### src/rtl/lm_555_pulse_meter_if.sv
// rtl/lm_555_pulse_meter_if.sv - pulse meter signal bundle
//
// Purpose: groups the measured pulse input and the measurement results.
// Ports (modport view):
//   master : drives pulse; observes high_time, low_time, period, meas_valid, stuck
//   slave  : the meter; samples pulse; drives the measurement results
interface lm_555_pulse_meter_if #(
  parameter int CNT_W = 16
);
  logic             pulse;
  logic [CNT_W-1:0] high_time;
  logic [CNT_W-1:0] low_time;
  logic [CNT_W:0]   period;
  logic             meas_valid;
  logic             stuck;

  modport master (
    output pulse,
    input  high_time, low_time, period, meas_valid, stuck
  );

  modport slave (
    input  pulse,
    output high_time, low_time, period, meas_valid, stuck
  );
endinterface

### src/rtl/lm_555_pulse_meter.sv
// rtl/lm_555_pulse_meter.sv - high/low/period meter for an asynchronous pulse train
//
// Purpose: measures the high and low phase lengths (in clk cycles) of the last
// complete period of an asynchronous pulse, flags a stuck input.
// Ports:
//   clk   : sole clock, rising edge
//   reset : synchronous, active-low
//   bus   : lm_555_pulse_meter_if.slave (pulse in; high_time, low_time,
//           period, meas_valid, stuck out)
module lm_555_pulse_meter #(
  parameter int CNT_W   = 16,
  parameter int TIMEOUT = 4000
) (
  input logic                  clk,
  input logic                  reset,
  lm_555_pulse_meter_if.slave  bus
);

  typedef enum logic [1:0] {IDLE, WAIT_RISE, HIGH, LOW} state_t;

  localparam logic [CNT_W-1:0] CNT_MAX     = '1;
  localparam logic [CNT_W-1:0] TIMEOUT_CNT = CNT_W'(TIMEOUT);

  state_t           state, state_n;
  logic             s1, s2, s3;
  logic [1:0]       warm;
  logic [CNT_W-1:0] cnt, cnt_n, cnt_inc;
  logic [CNT_W-1:0] high_meas, high_meas_n;
  logic [CNT_W-1:0] high_time_n, low_time_n;
  logic [CNT_W:0]   period_n;
  logic             valid_n, stuck_n;
  logic             rise, fall, timeout;

  assign rise    = s2 & ~s3;
  assign fall    = ~s2 & s3;
  assign timeout = (cnt == TIMEOUT_CNT);
  assign cnt_inc = (cnt == CNT_MAX) ? cnt : cnt + CNT_W'(1);

  always_comb begin
    state_n     = state;
    cnt_n       = cnt;
    high_meas_n = high_meas;
    high_time_n = bus.high_time;
    low_time_n  = bus.low_time;
    period_n    = bus.period;
    valid_n     = 1'b0;
    stuck_n     = bus.stuck;
    case (state)
      IDLE: begin
        cnt_n = '0;
        // s1/s2 hold reset zeros for two cycles, not real samples; waiting for
        // warm[1] keeps a pulse that is already high at reset release from
        // looking like a low phase and being measured as a partial high.
        if (warm[1] && !s2) state_n = WAIT_RISE;
      end
      WAIT_RISE: begin
        cnt_n = '0;
        if (rise) begin
          state_n = HIGH;
          cnt_n   = CNT_W'(1);
        end
      end
      HIGH: begin
        if (timeout) begin
          state_n = IDLE;
          cnt_n   = '0;
          stuck_n = 1'b1;
        end else if (fall) begin
          state_n     = LOW;
          cnt_n       = CNT_W'(1);
          high_meas_n = cnt;
        end else begin
          cnt_n = cnt_inc;
        end
      end
      LOW: begin
        // timeout wins over a rise seen in the same cycle
        if (timeout) begin
          state_n = IDLE;
          cnt_n   = '0;
          stuck_n = 1'b1;
        end else if (rise) begin
          state_n     = HIGH;
          cnt_n       = CNT_W'(1);
          high_time_n = high_meas;
          low_time_n  = cnt;
          period_n    = {1'b0, high_meas} + {1'b0, cnt};
          valid_n     = 1'b1;
          stuck_n     = 1'b0;
        end else begin
          cnt_n = cnt_inc;
        end
      end
      default: state_n = IDLE;
    endcase
  end

  always_ff @(posedge clk) begin
    if (!reset) begin
      state          <= IDLE;
      cnt            <= '0;
      s1             <= 1'b0;
      s2             <= 1'b0;
      s3             <= 1'b0;
      warm           <= 2'b00;
      high_meas      <= '0;
      bus.high_time  <= '0;
      bus.low_time   <= '0;
      bus.period     <= '0;
      bus.meas_valid <= 1'b0;
      bus.stuck      <= 1'b0;
    end else begin
      s1             <= bus.pulse;
      s2             <= s1;
      s3             <= s2;
      warm           <= {warm[0], 1'b1};
      state          <= state_n;
      cnt            <= cnt_n;
      high_meas      <= high_meas_n;
      bus.high_time  <= high_time_n;
      bus.low_time   <= low_time_n;
      bus.period     <= period_n;
      bus.meas_valid <= valid_n;
      bus.stuck      <= stuck_n;
    end
  end

endmodule

### src/flat_wrapper.sv
// flat-port wrapper written by rule: the top's interface ports become plain ports
module lm_555_pulse_meter_flat 
#(
  parameter int CNT_W   = 16,
  parameter int TIMEOUT = 4000
)
  (clk, reset, bus_pulse, bus_high_time, bus_low_time, bus_period, bus_meas_valid, bus_stuck);
  lm_555_pulse_meter_if #(.CNT_W(CNT_W)) bus_i ();
  input logic clk;
  input logic reset;
  input wire logic [$bits(bus_i.pulse)-1:0] bus_pulse;
  output wire logic [$bits(bus_i.high_time)-1:0] bus_high_time;
  output wire logic [$bits(bus_i.low_time)-1:0] bus_low_time;
  output wire logic [$bits(bus_i.period)-1:0] bus_period;
  output wire logic [$bits(bus_i.meas_valid)-1:0] bus_meas_valid;
  output wire logic [$bits(bus_i.stuck)-1:0] bus_stuck;
  assign bus_i.pulse = bus_pulse;
  assign bus_high_time = bus_i.high_time;
  assign bus_low_time = bus_i.low_time;
  assign bus_period = bus_i.period;
  assign bus_meas_valid = bus_i.meas_valid;
  assign bus_stuck = bus_i.stuck;
  lm_555_pulse_meter #(.CNT_W(CNT_W), .TIMEOUT(TIMEOUT)) u_core (.clk(clk), .reset(reset), .bus(bus_i));
endmodule
### config.mk
export PLATFORM = sky130hd
export DESIGN_NAME = lm_555_pulse_meter_flat
export DESIGN_NICKNAME = d
export VERILOG_FILES = /design/src/rtl/lm_555_pulse_meter_if.sv /design/src/rtl/lm_555_pulse_meter.sv /design/src/flat_wrapper.sv
export SDC_FILE = /design/constraint.sdc
export NUM_CORES = 1
export LEC_CHECK = 0
export ABC_AREA = 1
export BUFFER_PORTS_ARGS = -buffer_cell sky130_fd_sc_hd__buf_2
export CORE_ASPECT_RATIO = 0.75
export CORE_MARGIN = 2
export CORE_UTILIZATION = 55
export DETAILED_ROUTE_END_ITERATION = 6
export GPL_TIMING_DRIVEN = 0
export PLACE_DENSITY = 0.78
export SKIP_LAST_GASP = 1
export SYNTH_ARGS = -nofsm -noshare
export SYNTH_HDL_FRONTEND = slang
export SYNTH_SLANG_ARGS = --single-unit
### constraint.sdc
create_clock -name clk -period 2.6 [get_ports clk]
set_input_delay 0.26 -clock clk [delete_from_list [all_inputs] [get_ports clk]]
set_output_delay 0.26 -clock clk [all_outputs]
set_load 0.01 [all_outputs]
==> key figures, run 1 <==
Run status
  • Outcome: complete, no violations

Clocking
  • Reg clk slew, reported paths: 90 ps
  • Num CTS Buffers: 9
  • Post-cts resize count: 0
  • # hold bufs at CTS: 0
  • Clock sinks: 90
  • Buffer levels on the longest clock path: 2
  • # Post-CTS Setup Buffers: 0
  • Worst skew pair latency: 380 ps
  • CTS root buffer: clkbuf_8
  • TritonCTS clock tree: done
  • Htree depth: 3

Worst setup path
  • Cell mode on critical path: nand2_1
  • Startpoint types: flop
  • Data arrival, critical path: 2310 ps
  • Worst Path Buf+Inv: 0
  • RR Endpoint: u_core.cnt[0]
  • Reg2reg path depth: 8
  • Worst path depth: 8
  • WS Path Type: flop to flop
  • Delay of the slowest critical-path stage: 470 ps
  • CP Capture Point: u_core.cnt[0]
  • CP startpoint: u_core.cnt[1]
  • Crit-path cells: ha_1, nand2_1, nor2_1, nand2_1, nor2_1, xor2_1, nand2_1, a21oi_1
  • Flop2flop setup slack: 590 ps
  • Worst flop-to-flop path startpoint: u_core.cnt[1]
  • Kind of cell adding the most delay to the critical path: simple AND/OR/NAND/NOR gates
  • CP required: 2900 ps
  • Critical path's slowest cell: dfxtp_1
  • Worst-path maximum fanout: 7
  • Critical Path End Type: flop

Drt
  • Drt pass-1 iters: 5
  • Via Count: 4350
  • Drc violations: 0
  • Vias per std cell: 5.25
  • Drt initial violations: 253
  • Final antenna-violating net count: 0
  • Avg WL per Cell: 14.6 microns
  • DRT Wirelength: 12.1 mm

Logic synthesis
  • Mapped Area: 4490 sq um
  • Async S/R FF share, synth: 0%
  • Post-synth EDFFs: 0
  • Synth Instances: 655
  • Ys Warns: 0
  • Synthesized flop and latch total: 90
  • Post-synthesis sequential area ratio: 40.1%
  • Syn nets: 677
  • Yosys cell types: 31
  • Syn_area_per_cell: 6.86 sq um
  • Main synth FF type: dfxtp_1

Global routing
  • Largest net degree at the start of global routing: 17
  • Vias in the first global route: 3921
  • Initial antenna violation count: 0
  • Grt ovf: 0
  • First-pass GRT wire length: 19.3 mm
  • GRT Util Overall: 28.7%

Die
  • Die H: 82.3 microns
  • Core area: 7920 sq um
  • Standard-cell row count: 28
  • Die Area: 8920 sq um
  • Die Span X: 108 microns
  • Initial Util: 56.7%
  • I/O pins: 54

Finish
  • Commonest cells after routing, fill and taps aside: nand2_1 (144), nor2_1 (105), dfxtp_1 (90), inv_1 (76), buf_2 (63)
  • Layout cells sized above 1: 13.4%
  • Count of non-filler cells in the finished layout: 829
  • N_diodes: 0
  • Nets: 741
  • Fin area: 5090 sq um
  • Commonest non-fill, non-tap cell in the layout: nand2_1
  • Area grow syn2layout: 13.3%
  • Fin util: 64.3%

Timing
  • Final-report max-slew violation count: 0
  • Final period util: 77.4%
  • Fmax: 497 MHz
  • Worst Max-Slew Pin Slew: 691 ps
  • Setup-failing EPs final: 0
  • Min Tclk post-route: 2010 ps
  • Final Hold Viols: 0
  • Clock skew: 12.6 ps
  • RSZ-0062 raised after global routing: false
  • Slew HR: 53.8%
  • Setup tns final: 0 ps

Power and ir drop
  • Max IR drop VDD: 0.000293 V
  • Power Total: 2.44 mW
  • Static Leak: 2.38 nW
  • Pwr Density: 480 nW/um^2

Job
  • Maxcap violations: 0

Place
  • PortBufs: 53
  • Placed Cells incl. Taps: 813
  • Gpl congestion: 0.996
  • HPWL Detailed: 9.20 mm
  • Placed cell area: 4890 sq um

Min path
  • Type of the tightest min-delay check: input pin to flop
  • Min-delay src: reset
-- how the worst min path moves through the flow --
stage / endpoint / depth (start not counted)
finish: u_core.warm[0] / 1
detailed placement: u_core.s2 / 2
global placement: u_core.s2 / 2
global route: u_core.warm[0] / 1
floorplan: u_core.warm[0] / 0
CTS: u_core.warm[0] / 1
-- registers in the layout (all words and copies together), names as in the netlist --
| name | cells |
|---|---|
| u_core.bus.low_time | 16 |
| u_core.bus.period | 17 |
| u_core.bus.stuck | 1 |
| u_core.s3 | 1 |
| u_core.s2 | 1 |
| u_core.high_meas | 16 |
| u_core.bus.high_time | 16 |
| u_core.bus.meas_valid | 1 |
| u_core.warm | 2 |
| u_core.state | 2 |
| u_core.s1 | 1 |
| u_core.cnt | 16 |
-- per-layer routing --
layer,routed length (microns),track usage [%],vias to the layer above
met5,0,0,-
met4,211,9.23,0
met3,871,5.89,20
met2,5360,46.5,141
met1,5620,38.6,1977
li1,-,-,2212
-- per-stage QoR --
stage          hold WS [ps]  worst slack [ps]
6_report               62.3               589
5_1_grt                63.3               367
4_1_cts                58.0               614
3_5_place_dp            406               612
3_3_place_gp            394               641
2_1_floorplan           288               969
-- kinds of logic (layout without fill, tap and decap cells) --
group	count (synthesis)	after routing	synth area share, %
DFF	90	90	40.1
xor gates and xnor gates	10	10	1.95
and+or+nand+nor	329	329	31.2
adders and majority gates	19	19	5.46
AOI/OAI and AO/OA	104	104	12.0
buffers and inverters	103	172	9.30
-- power by group --
part	leakage, nW	internal [mW]	switching (mW)
Combinational	1.56	0.0151	0.0412
Sequential	0.726	1.38	0.00471
Clock	0.0983	0.459	0.540
-- area by class of cell --
| type | instances | area, sq um |
|---|---|---|
| Clock inverter | 6 | 72.6 |
| Timing Repair Buffer | 53 | 265 |
| Clock buffer | 10 | 128 |
| Buffer | 23 | 118 |
| Sequential cell | 90 | 1800 |
| Fill cell | 757 | 2830 |
| Tap cell | 105 | 131 |
| Multi-Input combinational cell | 462 | 2270 |
| Inverter | 80 | 300 |
-- Yosys cell counts, types with 3 or more instances --
cell type	instances	area [sq um]
a21oi_1	54	270
buf_2	10	50.1
buf_4	3	22.5
clkbuf_1	9	33.8
dfxtp_1	90	1800
ha_1	18	225
inv_1	76	285
inv_2	4	15.0
nand2_1	144	541
nand3_1	49	245
nand3b_1	3	22.5
nand4_1	6	37.5
nor2_1	105	394
nor3_1	11	55.1
o21ai_0	46	230
xnor2_1	3	26.3
xor2_1	7	61.3
Note: power is estimated with default switching activity, not from simulation.
==> run 2, diff against run 1 <==
==> constraint.sdc (replaced) <==
create_clock -name clk -period 1.9 [get_ports clk]
set_input_delay 0.19 -clock clk [delete_from_list [all_inputs] [get_ports clk]]
set_output_delay 0.19 -clock clk [all_outputs]
set_load 0.01 [all_outputs]
==> key figures, run 2 (synthesis results as in run 1) <==
Clocking
  • Buffer levels on the longest clock path: 2
  • TritonCTS clock tree: done
  • Htree depth: 3
  • Worst skew pair latency: 380 ps
  • Num CTS Buffers: 9
  • Reg clk slew, reported paths: 90 ps
  • Clock sinks: 90
  • CTS root buffer: clkbuf_8

Global routing
  • First-pass GRT wire length: 19.4 mm
  • Grt ovf: 0
  • Vias in the first global route: 3944
  • Initial antenna violation count: 0
  • GRT Util Overall: 28.8%
  • Largest net degree at the start of global routing: 17

Die
  • Die H: 82.3 microns
  • I/O pins: 54
  • Die Area: 8920 sq um
  • Standard-cell row count: 28
  • Core area: 7920 sq um
  • Die Span X: 108 microns
  • Initial Util: 56.7%

Drt
  • Drc violations: 0
  • Drt pass-1 iters: 5
  • Avg WL per Cell: 14.6 microns
  • Drt initial violations: 263
  • DRT Wirelength: 12.2 mm
  • Vias per std cell: 5.26
  • Via Count: 4401
  • Final antenna-violating net count: 0

Worst setup path
  • Flop2flop setup slack: 60 ps
  • RR Endpoint: u_core.high_meas[9]
  • Crit-path cells: nand2_1, nor3_4, nand2_2, nand2_2, inv_4, buf_6, nand3_1, a21oi_1
  • CP required: 2140 ps
  • CP Capture Point: u_core.high_meas[9]
  • Critical Path End Type: flop
  • Reg2reg path depth: 8
  • Worst-path maximum fanout: 10
  • Critical path's slowest cell: dfxtp_1
  • Kind of cell adding the most delay to the critical path: simple AND/OR/NAND/NOR gates
  • Startpoint types: flop
  • Delay of the slowest critical-path stage: 530 ps
  • Data arrival, critical path: 2070 ps
  • CP startpoint: u_core.cnt[11]
  • Worst path depth: 8
  • Worst Path Buf+Inv: 2
  • WS Path Type: flop to flop
  • Cell mode on critical path: nand2_2
  • Worst flop-to-flop path startpoint: u_core.cnt[11]

Place
  • Placed Cells incl. Taps: 813
  • Gpl congestion: 0.996
  • Pre-CTS setup slack: -88.4 ps
  • PortBufs: 53
  • HPWL Detailed: 9.20 mm

Timing
  • Clock skew: 13.5 ps
  • Final period util: 96.6%
  • Setup-failing EPs final: 0
  • RSZ-0062 raised after global routing: true
  • Slew HR: 54.0%
  • Fmax: 545 MHz
  • Final-report max-slew violation count: 0
  • Worst Max-Slew Pin Slew: 688 ps
  • Min Tclk post-route: 1840 ps
  • Fin worst setup slack: 64.9 ps
  • Final Hold Viols: 0

Min path
  • Type of the tightest min-delay check: input pin to flop

Run status
  • Outcome: complete, no violations

Job
  • Maxcap violations: 0

Power and ir drop
  • Static Leak: 2.41 nW
  • Power Total: 3.35 mW
  • Pwr Density: 642 nW/um^2
  • Max IR drop VDD: 0.000405 V

Finish
  • N_diodes: 0
  • Commonest non-fill, non-tap cell in the layout: nand2_1
  • Nets: 748
  • Area grow syn2layout: 16.1%
  • Commonest cells after routing, fill and taps aside: nand2_1 (144), nor2_1 (102), dfxtp_1 (79), inv_1 (73), buf_2 (59)
  • Reg with most FFs: u_core.bus.period
  • Count of non-filler cells in the finished layout: 836
  • Layout cells sized above 1: 17.1%
  • Max reg flops: 17
-- run 2: cell types whose count changed in the layout (fill, tap and decap cells not counted), moves of 2 or more --
| cell | before | now |
|---|---|---|
| ha_2 | 0 | 3 |
| nor2_1 | 105 | 102 |
| inv_1 | 76 | 73 |
| inv_2 | 4 | 6 |
| dfxtp_4 | 0 | 2 |
| clkbuf_4 | 0 | 3 |
| ha_1 | 18 | 15 |
| dfxtp_2 | 0 | 9 |
| dfxtp_1 | 90 | 79 |
| buf_4 | 3 | 9 |
| buf_2 | 63 | 59 |
| nor2_2 | 2 | 4 |
-- run 2: power breakdown --
group | switching [mW] | total (mW) | internal (mW)
Combinational | 0.0573 | 0.0806 | 0.0233
Clock | 0.744 | 1.37 | 0.628
Sequential | 0.00673 | 1.90 | 1.89
-- run 2: timing repair --
action,4_1_cts,5_1_grt
setup endpoints to repair,16,56
endpoints found under the hold margin,1,0
pin swaps,2,4
hold buffers,1,0
buffers inserted,0,6
resized for setup,10,20
gates cloned,0,0
-- run 2: how the worst min path moves through the flow --
stage / startpoint / end / slack (ps) / cells past startpoint
after floorplan: reset / u_core.warm[0] / 220 / 0
after CTS: bus_pulse / u_core.s1 / 10 / 3
after detailed placement: reset / u_core.warm[0] / 370 / 1
after global placement: bus_pulse / u_core.s1 / 370 / 3
final: bus_pulse / u_core.s1 / 10 / 3
after global routing: bus_pulse / u_core.s1 / 20 / 3
-- run 2: stage by stage --
stage	area (sq um)	hold slack, ps	TNS [ps]	utilization [%]
3_5_place_dp	4890	372	-239	61.8
2_1_floorplan	4490	218	0	-
4_1_cts	5120	11.9	0	64.6
3_3_place_gp	4890	372	-308	61.8
6_report	5220	14.2	0	65.9
5_1_grt	5220	20.9	-40.5	65.9
-- run 2: layout make-up --
type                            instances  area (sq um)
Sequential cell                        90          1820
Clock buffer                           10           128
Fill cell                             745          2700
Tap cell                              105           131
Inverter                               80           303
Clock inverter                          6          72.6
Timing Repair Buffer                   60           333
Buffer                                 23           128
Multi-Input combinational cell        462          2300
-- run 2: routing by layer --
metal	share of wire, %	global-route usage, %	vias to the layer above
met5	0	0	-
met4	2.0	10.1	0
met3	7.6	5.81	22
met2	45	46.5	150
met1	46	38.6	1994
li1	-	-	2235
-- run 2: worst register-to-register path: stages (launching register included) --
cell     delay (ps)
dfxtp_1         530
nand2_1         190
nor3_4          310
nand2_2         170
nand2_2         130
inv_4            80
buf_6           140
nand3_1          80
a21oi_1          80
